--- config.mk ---
export PLATFORM = sky130hd
export DESIGN_NAME = pixel_write_sched
export DESIGN_NICKNAME = d
export VERILOG_FILES = /design/src/rtl/pixel_sched_pkg.sv /design/src/rtl/pixel_write_sched_fifo.sv /design/src/rtl/pixel_write_sched.sv
export SDC_FILE = /design/constraint.sdc
export NUM_CORES = 1
export LEC_CHECK = 0
export ABC_AREA = 1
export BUFFER_PORTS_ARGS = -buffer_cell sky130_fd_sc_hd__buf_2
export CAP_MARGIN = 20
export CORE_UTILIZATION = 50
export DETAILED_ROUTE_END_ITERATION = 16
export MAX_ROUTING_LAYER = met4
export PLACE_DENSITY = 0.78
export SLEW_MARGIN = 0
export SYNTH_ARGS = -nofsm -noshare
export SYNTH_HDL_FRONTEND = slang
export SYNTH_SLANG_ARGS = --single-unit
--- constraint.sdc ---
create_clock -name clk -period 2.1 [get_ports clk]
set_input_delay 0.21 -clock clk [delete_from_list [all_inputs] [get_ports clk]]
set_output_delay 0.21 -clock clk [all_outputs]
set_load 0.005 [all_outputs]
--- src/rtl/pixel_sched_pkg.sv ---
// Shared types for the pixel write scheduler.
//   pixel_t       : one queued brush point {x, y, color}
//   FB_AW         : framebuffer address width ({y, x})
//   sched_state_t : scheduler FSM states
package pixel_sched_pkg;

  localparam int unsigned FB_AW = 16;
  localparam int unsigned CW_W  = 3;

  typedef struct packed {
    logic [7:0]      x;
    logic [7:0]      y;
    logic [CW_W-1:0] color;
  } pixel_t;

  typedef enum logic [1:0] {
    IDLE  = 2'd0,
    DRAIN = 2'd1,
    CLEAR = 2'd2
  } sched_state_t;

endpackage

--- src/rtl/pixel_write_sched_fifo.sv ---
// pixel_fifo: synchronous FIFO of pixel_t brush points.
// Ports:
//   clk, rst_n   : clock, async active-low reset
//   push, wdata  : enqueue request and data (dropped when full unless popping)
//   pop          : dequeue head (ignored when empty)
//   rdata        : head entry, valid while !empty
//   full, empty  : status from registered pointers
//   count        : number of stored entries
module pixel_fifo
  import pixel_sched_pkg::*;
#(
  parameter int unsigned DEPTH = 4
) (
  input  logic                     clk,
  input  logic                     rst_n,
  input  logic                     push,
  input  pixel_t                   wdata,
  input  logic                     pop,
  output pixel_t                   rdata,
  output logic                     full,
  output logic                     empty,
  output logic [$clog2(DEPTH):0]   count
);

  localparam int unsigned AW = $clog2(DEPTH);

  pixel_t         mem [DEPTH];
  logic [AW:0]    wr_ptr;
  logic [AW:0]    rd_ptr;
  logic           do_push;
  logic           do_pop;

  // Pointers carry one wrap bit so full and empty are distinguishable.
  assign empty   = (wr_ptr == rd_ptr);
  assign full    = (wr_ptr[AW] != rd_ptr[AW]) && (wr_ptr[AW-1:0] == rd_ptr[AW-1:0]);
  assign count   = wr_ptr - rd_ptr;
  assign do_pop  = pop && !empty;
  // A pop frees the head slot in the same cycle, so a push into a full queue is accepted.
  assign do_push = push && (!full || do_pop);
  assign rdata   = mem[rd_ptr[AW-1:0]];

  always_ff @(posedge clk or negedge rst_n) begin
    if (!rst_n) begin
      wr_ptr <= '0;
      rd_ptr <= '0;
    end else begin
      if (do_push) wr_ptr <= wr_ptr + (AW+1)'(1);
      if (do_pop)  rd_ptr <= rd_ptr + (AW+1)'(1);
    end
  end

  // Storage is data-only and needs no reset.
  always_ff @(posedge clk) begin
    if (do_push) mem[wr_ptr[AW-1:0]] <= wdata;
  end

endmodule

--- src/rtl/pixel_write_sched.sv ---
// pixel_write_sched: shares one framebuffer port between display reads and
// queued brush writes (plus an optional full-framebuffer clear).
// Ports:
//   clk, reset            : clock, async active-low reset
//   brushUpdate, x, y,    : enqueue a brush point (pulse)
//   color
//   clearReq              : start a clear of all 64K pixels (pulse)
//   vidRd, vidAddr        : display read request, owns the port that cycle
//   fbWe, fbAddr, fbWData : framebuffer port (combinational from state)
//   busy                  : queue non-empty or clear running
//   overflow              : sticky, a brush point was dropped
// Build option: define PIXEL_SCHED_CLEAR_EN to include the clear sequencer;
// without it clearReq is ignored and overflow clears only on reset.
module pixel_write_sched
  import pixel_sched_pkg::*;
#(
  parameter int unsigned FIFO_DEPTH  = 4,
  parameter logic [2:0]  CLEAR_COLOR = 3'b000
) (
  input  logic             clk,
  input  logic             reset,
  input  logic             brushUpdate,
  input  logic [7:0]       x,
  input  logic [7:0]       y,
  input  logic [2:0]       color,
  input  logic             clearReq,
  input  logic             vidRd,
  input  logic [FB_AW-1:0] vidAddr,
  output logic             fbWe,
  output logic [FB_AW-1:0] fbAddr,
  output logic [2:0]       fbWData,
  output logic             busy,
  output logic             overflow
);

  localparam int unsigned CW = $clog2(FIFO_DEPTH) + 1;

  sched_state_t  state;
  sched_state_t  state_next;
  pixel_t        wr_pix;
  pixel_t        head;
  logic          full;
  logic          empty;
  logic [CW-1:0] count;
  logic [CW-1:0] count_next;
  logic          pop;
  logic          push_ok;
  logic          drop;
  logic          empty_next;
  logic          clear_acc;

  assign wr_pix = '{x: x, y: y, color: color};

  pixel_fifo #(.DEPTH(FIFO_DEPTH)) u_fifo (
    .clk   (clk),
    .rst_n (reset),
    .push  (brushUpdate),
    .wdata (wr_pix),
    .pop   (pop),
    .rdata (head),
    .full  (full),
    .empty (empty),
    .count (count)
  );

  assign push_ok    = brushUpdate && (!full || pop);
  assign drop       = brushUpdate && full && !pop;
  assign count_next = count + CW'(push_ok) - CW'(pop);
  assign empty_next = (count_next == '0);

`ifdef PIXEL_SCHED_CLEAR_EN
  logic [FB_AW-1:0] clear_cnt;

  // A request arriving mid-clear is ignored rather than restarting the sweep.
  assign clear_acc = clearReq && (state != CLEAR);

  always_ff @(posedge clk or negedge reset) begin
    if (!reset) begin
      clear_cnt <= '0;
    end else if (clear_acc) begin
      clear_cnt <= '0;
    end else if ((state == CLEAR) && fbWe) begin
      clear_cnt <= clear_cnt + FB_AW'(1);
    end
  end
`else
  logic       unused_clear_req;
  logic [2:0] unused_clear_color;
  assign clear_acc          = 1'b0;
  assign unused_clear_req   = clearReq;
  assign unused_clear_color = CLEAR_COLOR;
`endif

  // State register.
  always_ff @(posedge clk or negedge reset) begin
    if (!reset) state <= IDLE;
    else        state <= state_next;
  end

  // Next state and port arbitration; display reads always win the port.
  always_comb begin
    state_next = state;
    fbWe       = 1'b0;
    fbAddr     = vidAddr;
    fbWData    = '0;
    pop        = 1'b0;
    case (state)
      IDLE, DRAIN: begin
        // IDLE also writes a pending head so a fresh point lands one cycle after its push.
        if (!vidRd && !empty) begin
          fbWe    = 1'b1;
          fbAddr  = {head.y, head.x};
          fbWData = head.color;
          pop     = 1'b1;
        end
        if (clear_acc)       state_next = CLEAR;
        else if (empty_next) state_next = IDLE;
        else                 state_next = DRAIN;
      end
`ifdef PIXEL_SCHED_CLEAR_EN
      CLEAR: begin
        if (!vidRd) begin
          fbWe    = 1'b1;
          fbAddr  = clear_cnt;
          fbWData = CLEAR_COLOR;
          if (clear_cnt == '1) state_next = empty_next ? IDLE : DRAIN;
        end
      end
`endif
      default: state_next = IDLE;
    endcase
  end

  assign busy = !empty || (state == CLEAR);

  // Sticky drop flag; a drop in the same cycle as a clear acceptance still sets it.
  always_ff @(posedge clk or negedge reset) begin
    if (!reset) begin
      overflow <= 1'b0;
    end else begin
      if (clear_acc) overflow <= 1'b0;
      if (drop)      overflow <= 1'b1;
    end
  end

endmodule

-- Yosys cells after proc, flatten, opt, wreduce, memory -nomap -nowiden
Memory sizes are Yosys's and may differ from the RTL's.
Cells that the tools add are included.
- add/subtract/negate cells: 5
- equal/unequal tests: 5
- mux-type cells: 10
- reductions and logical operators: 17
- operators by type and width (operator ; count):
    two-way mux 16 bit ; 2
    logical AND 1 bit ; 7
    adder 3 x 1 -> 3 bit (second input constant) ; 2
    two-way mux 3 bit ; 2
    two-way mux 1 bit ; 5
    zero test 1 bit ; 4
    adder 3 x 1 -> 3 bit ; 1
    == test 3 bit ; 1
    zero test 3 bit ; 1
    logical OR 1 bit ; 3
    subtractor 3 x 1 -> 3 bit ; 1
    subtractor 3 bit ; 1
    == test 2 x 1 -> 1 bit (second input constant) ; 1
    == test 2 bit ; 1
    == test 2 bit (second input constant) ; 1
    zero test 2 bit ; 1
    two-way mux 2 bit ; 1
    OR reduction 2 bit ; 1
    inequality test 1 bit ; 1
- register bits after elaboration: 9
- bits in writable memories: 76
- input port bits: 40
- output and inout port bits: 22
- logic and storage cells: 42
- memories: 1
- memory list (name ; depth ; width ; read ports ; clocked after memory_dff ; wr ports ; line ; text):
    u_fifo.mem ; 4 ; 19 ; 1 ; 0 ; 1 ; pixel_write_sched_fifo.sv:27 ; pixel_t mem [DEPTH];

-- Depth between registers and ports, before layout
- word-level depth: 12
- depth in mapped cells: 10
- gate-level depth less buffers: 8

-- Hierarchy
From an unflattened synthesis, not the netlist that was laid out.
- cell total of the unflattened synthesis: 314
- area total of the unflattened synthesis: 3603.5 µm²
- modules (own cells, without submodules) (module ; instances ; cells an instance ; area an instance (µm²) ; seq. area each (µm²)):
    pixel_fifo ; 1 ; 247 ; 3295.7 ; 2432.3
    pixel_write_sched ; 1 ; 67 ; 307.8 ; 25.0

-- Least setup slack after synthesis
No wires, ideal clock.
- path type: register to register
- start point: register u_fifo.rd_ptr[1]
- end point: memory u_fifo.mem[0][0] in the netlist's numbering (enable)
- setup time: 0.395 ns
- arrival time: 1.819 ns
- required time: 1.705 ns
- path slack: -0.114 ns
- cell stages (with the launch flop): 9
- buffers on the path: 1
- period minus slack after synthesis: 2.214 ns
- path through: dfrtp_1 > buf_4 > inv_2 > nand2_1 > nand2_1 > nor2_1 > nand2_1 > nand2_2 > nor2_1
- word-level cells in the longest chain between the ends: 10
- elaborated cells between the ends (all ways): 13
- classes of those cells: eq/ne: 2; mux: 4; reduce/logical: 7
- RTL lines (element ; line ; text):
    start, declared ; pixel_write_sched_fifo.sv:29 ; logic [AW:0] rd_ptr;
    start signal, assigned ; pixel_write_sched_fifo.sv:48 ; if (do_pop) rd_ptr <= rd_ptr + (AW+1)'(1);
    == test 3 bit ; pixel_write_sched_fifo.sv:34 ; assign empty = (wr_ptr == rd_ptr);
    zero test 1 bit ; pixel_write_sched_fifo.sv:37, pixel_write_sched.sv:110 ;
    logical AND 1 bit ; pixel_write_sched.sv:110 ; if (!vidRd && !empty) begin
    two-way mux 1 bit ; pixel_write_sched.sv:110 ;
    two-way mux 1 bit ; pixel_write_sched.sv:107 ; case (state)
    logical AND 1 bit ; pixel_write_sched_fifo.sv:37 ; assign do_pop = pop && !empty;
    logical OR 1 bit (*) ; pixel_write_sched_fifo.sv:39 ; assign do_push = push && (!full || do_pop);
    logical AND 1 bit (*) ; pixel_write_sched_fifo.sv:39 ;
    two-way mux 1 bit (*) ; pixel_write_sched_fifo.sv:54 ; if (do_push) mem[wr_ptr[AW-1:0]] <= wdata;
    two-way mux 1 bit (not written as such) (*) ; pixel_write_sched_fifo.sv:54 ;
    end, declared ; pixel_write_sched_fifo.sv:27 ;
Mark *: on every way between the ends. The rest lies on a longest branch, timed or not.

-- Worst setup path in the final report
- start point: register u_fifo.rd_ptr[1]
- end point: output port fbAddr[5]
- word-level cells in the longest chain between the ends: 5
- elaborated cells between the ends (all ways): 6
- classes of those cells: eq/ne: 1; mux: 2; reduce/logical: 2; memory: 1
- RTL lines (element ; line ; text):
    == test 3 bit ; pixel_write_sched_fifo.sv:34 ;
    zero test 1 bit ; pixel_write_sched.sv:110 ;
    logical AND 1 bit ; pixel_write_sched.sv:110 ;
    two-way mux 16 bit (*) ; pixel_write_sched.sv:110 ;
    two-way mux 16 bit (*) ; pixel_write_sched.sv:107 ;
    end, declared ; pixel_write_sched.sv:30 ; output logic [FB_AW-1:0] fbAddr,
Marks and branches as above.

==> summary.txt <==
Clock network
  • Clk sinks: 83
  • Clock Tree Buf Depth: 2
  • Root buffer cell: clkbuf_8
  • Total CTS buffers: 9
  • CTS HTree Levels: 3
  • Clock latency on the worst-skew pair: 0.35 ns
  • CTS tree: built
  • Clock transition at path regs: 0.08 ns

Yosys
  • Sequential area share after synthesis: between 60% and 70%
  • Synth Cell Area: 3686 µm²
  • Post-Syn Nets: between 400 and 500
  • Synth warn: 0
  • Distinct cell type count after synthesis: 17
  • Mean post-synth cell area: slightly below 10 µm²
  • Number of synthesized register bits: 83
  • Syn Inst Count: approximately 380

Power and ir drop
  • Clock power frac: about 21%
  • Register share of total power: 39.3%
  • Comb pwr share: approximately 40%
  • Internal power: roughly 3.7 mW
  • Switch share: between 30 and 40%
  • P_sw: approximately 2.2 mW
  • Leakage: around 2.0 nW
  • PD cells: between 1000 and 1500 nW/µm²
  • VDD IR max: 0.6122 mV

Critical path
  • Crit-path slowest cell: dfrtp_2
  • R2R cell count: 8
  • Crit. End Element: primary output
  • Max incr delay on CP: about 0.47 ns
  • FF-to-FF End: u_fifo.mem[3][1]
  • CP dominant cell by count: nand2_1
  • Crit path cell chain: inv_2 > nand2_1 > nand2_1 > nor2_1 > nand2_2 > buf_8 > nand3_1 > nand2_1 > buf_2
  • Setup Crit Path Kind: reg2out
  • Startpoint Class: register
  • Arr. time, crit path: 1.77 ns
  • FF-to-FF Start: u_fifo.wr_ptr[0]
  • CP max FO: 20
  • WP data required: about 1.9 ns
  • Reg-to-reg slack, setup: about 0.23 ns

Global routing
  • Vias in the first global route: 2693
  • Global-route wire length before repair: around 13000 µm
  • Tot GR Track Use: between 20% and 30%
  • Largest net degree at the start of global routing: 40
  • Initial antenna violation count: 0
  • GRT overflow: 0

Status
  • Status: completed

Min path
  • Hold path cells: 1
  • WHS Endpoint: u_fifo.mem[0][5]
  • Worst hold start: y[2]
  • Hold/Removal Path Class: in2reg

Place
  • Final HPWL DP: roughly 4900 µm
  • Post-Place Worst Slack: a little under 0.2 ns
  • DP Cell Count: roughly 530
  • Routability cong.: 0.7812
  • # port buffers: 60

Timing
  • Slew @ Worst Pin: roughly 0.31 ns
  • Clk_skew: about 0.0052 ns
  • Max Fclk: 0.5047 GHz
  • Max-slew headroom: around four fifths
  • Setup violations, final: 0
  • Fin. max-slew vios: 0
  • Setup Total Neg Slack: 0 ns
  • Hold_ws: between 0.07 and 0.08 ns
  • Final Cycle Share: between 90% and 100%
  • Final Hold Fails: 0
  • Fin worst setup slack: about 0.12 ns
  • Fin crit period: 1.981 ns

Final layout
  • Layout cells sized above 1: 22.49%
  • Nets: about 500
  • Commonest non-fill, non-tap cell in the layout: nand2_1
  • Diode count: 0
  • # fillers: 572
  • Commonest cells after routing, fill and taps aside: nand2_1 (198), edfxtp_1 (76), buf_2 (60), nand3_1 (22)
  • Register area: approximately 2500 µm²
  • Area Growth Syn to Fin: 19.79%
  • Final core occ: between 60 and 70%
  • Non-Filler Instances: between 500 and 600
  • Area of the multi-input gates: about 1100 µm²

Floorplan
  • FP Rows: 30
  • Die ar.: 7719 µm²
  • Die width: ~90 µm
  • Starting Density: a little over half
  • Die Ht: slightly below 90 µm
  • Core footprint: approximately 7000 µm²
  • Ports: 62

Run
  • Max cap viols: 0

Routing
  • Via density: 4.906
  • Total wire length: between 7000 and 8000 µm
  • DR DRC count: 0
  • First DRT Iteration DRCs: roughly 140
  • Routed vias: 2674
  • DR pass1 iterations: 4
  • Wire per inst: ~14 µm
  • DRT antenna net count: 0
-- cells in the mapped netlist --
library cell    n  share of area, %
buf_1           2              0.20
buf_2           7              0.95
buf_4           2              0.41
buf_6           2              0.61
clkbuf_1        5              0.51
dfrtp_1         7               4.8
edfxtp_1       76                62
ha_1            5               1.7
inv_1          14               1.4
inv_2           2              0.20
nand2_1       199                20
nand2_2         2              0.34
nand3_1        22               3.0
nor2_1         18               1.8
o21ai_0         9               1.2
o21bai_1        1              0.20
xor2_1          2              0.48
-- routing by layer --
metal / global-route usage, % / up-vias / share of wire, %
met5: - / - / 0
met3: 4.336 / 14 / 4.8
met1: 26.75 / 1236 / 43
li1: - / 1351 / -
met4: 13.26 / 0 / 2.2
met2: 39.18 / 73 / 50
-- worst max-delay path, delay by kind of cell, from the launching register on --
family | cells | cell delay [ns]
simple gates | 6 | 0.58
flops | 1 | 0.47
buf+inv | 3 | 0.38
-- timing repair --
| item | 4_1_cts | 5_1_grt |
|---|---|---|
| endpoints found under the setup margin | 20 | 20 |
| buffers inserted | 0 | 1 |
| endpoints found under the hold margin | 7 | 0 |
| hold buffers | 1 | 0 |
| resized for setup | 1 | 8 |
-- logic make-up after synthesis --
logic type	count (synthesis)	synth area share [%]
buffers and inverters	34	4.311
AND/OR/NAND/NOR	241	25.42
AO/OA/AOI/OAI	10	1.426
XOR/XNOR	2	0.4753
adder cells (fa/ha/maj)	5	1.697
flip-flops	83	66.67
-- layout make-up --
| cell class | count | share of cell area, % |
|---|---|---|
| Clock buffer | 9 | 2.805 |
| Tap cell | 96 | 2.720 |
| Inverter | 16 | 1.360 |
| Timing Repair Buffer | 76 | 10.48 |
| Multi-Input combinational cell | 258 | 24.82 |
| Clock inverter | 7 | 2.097 |
| Sequential cell | 83 | 55.71 |
-- worst max path at each step --
stage / startpoint / cells after the start / to / slack (ns)
2_1_floorplan: u_fifo.rd_ptr[1] / 8 / u_fifo.mem[0][0] / -0.11
3_3_place_gp: u_fifo.rd_ptr[1] / 8 / u_fifo.mem[3][0] / 0.22
3_5_place_dp: u_fifo.rd_ptr[1] / 8 / u_fifo.mem[3][1] / 0.20
4_1_cts: u_fifo.rd_ptr[1] / 9 / fbAddr[1] / 0.02
5_1_grt: u_fifo.rd_ptr[1] / 9 / fbAddr[14] / -0.009
6_report: u_fifo.rd_ptr[1] / 9 / fbAddr[5] / 0.12
-- power by group through the flow --
stage	logic (mW)	registers (mW)	clock network [mW]
2_1_floorplan	1.53	2.33	0
3_3_place_gp	2.21	2.35	0
3_5_place_dp	2.29	2.37	0
4_1_cts	2.32	2.34	1.25
5_1_grt	2.70	2.37	1.33
6_report	2.38	2.34	1.23
-- sequential cells by signal, indices dropped and copies added (netlist names) --
name,flops
u_fifo.mem,76
u_fifo.rd_ptr,3
overflow,1
u_fifo.wr_ptr,3
-- metrics by stage --
stage / power (mW) / area [µm²]
floorplan: 3.854 / 3686
global placement: 4.558 / 4148
detailed placement: 4.662 / 4148
CTS: 5.900 / 4379
global route: 6.396 / 4415
finish: 5.944 / 4415
Note: power is estimated with default switching activity, not from simulation.
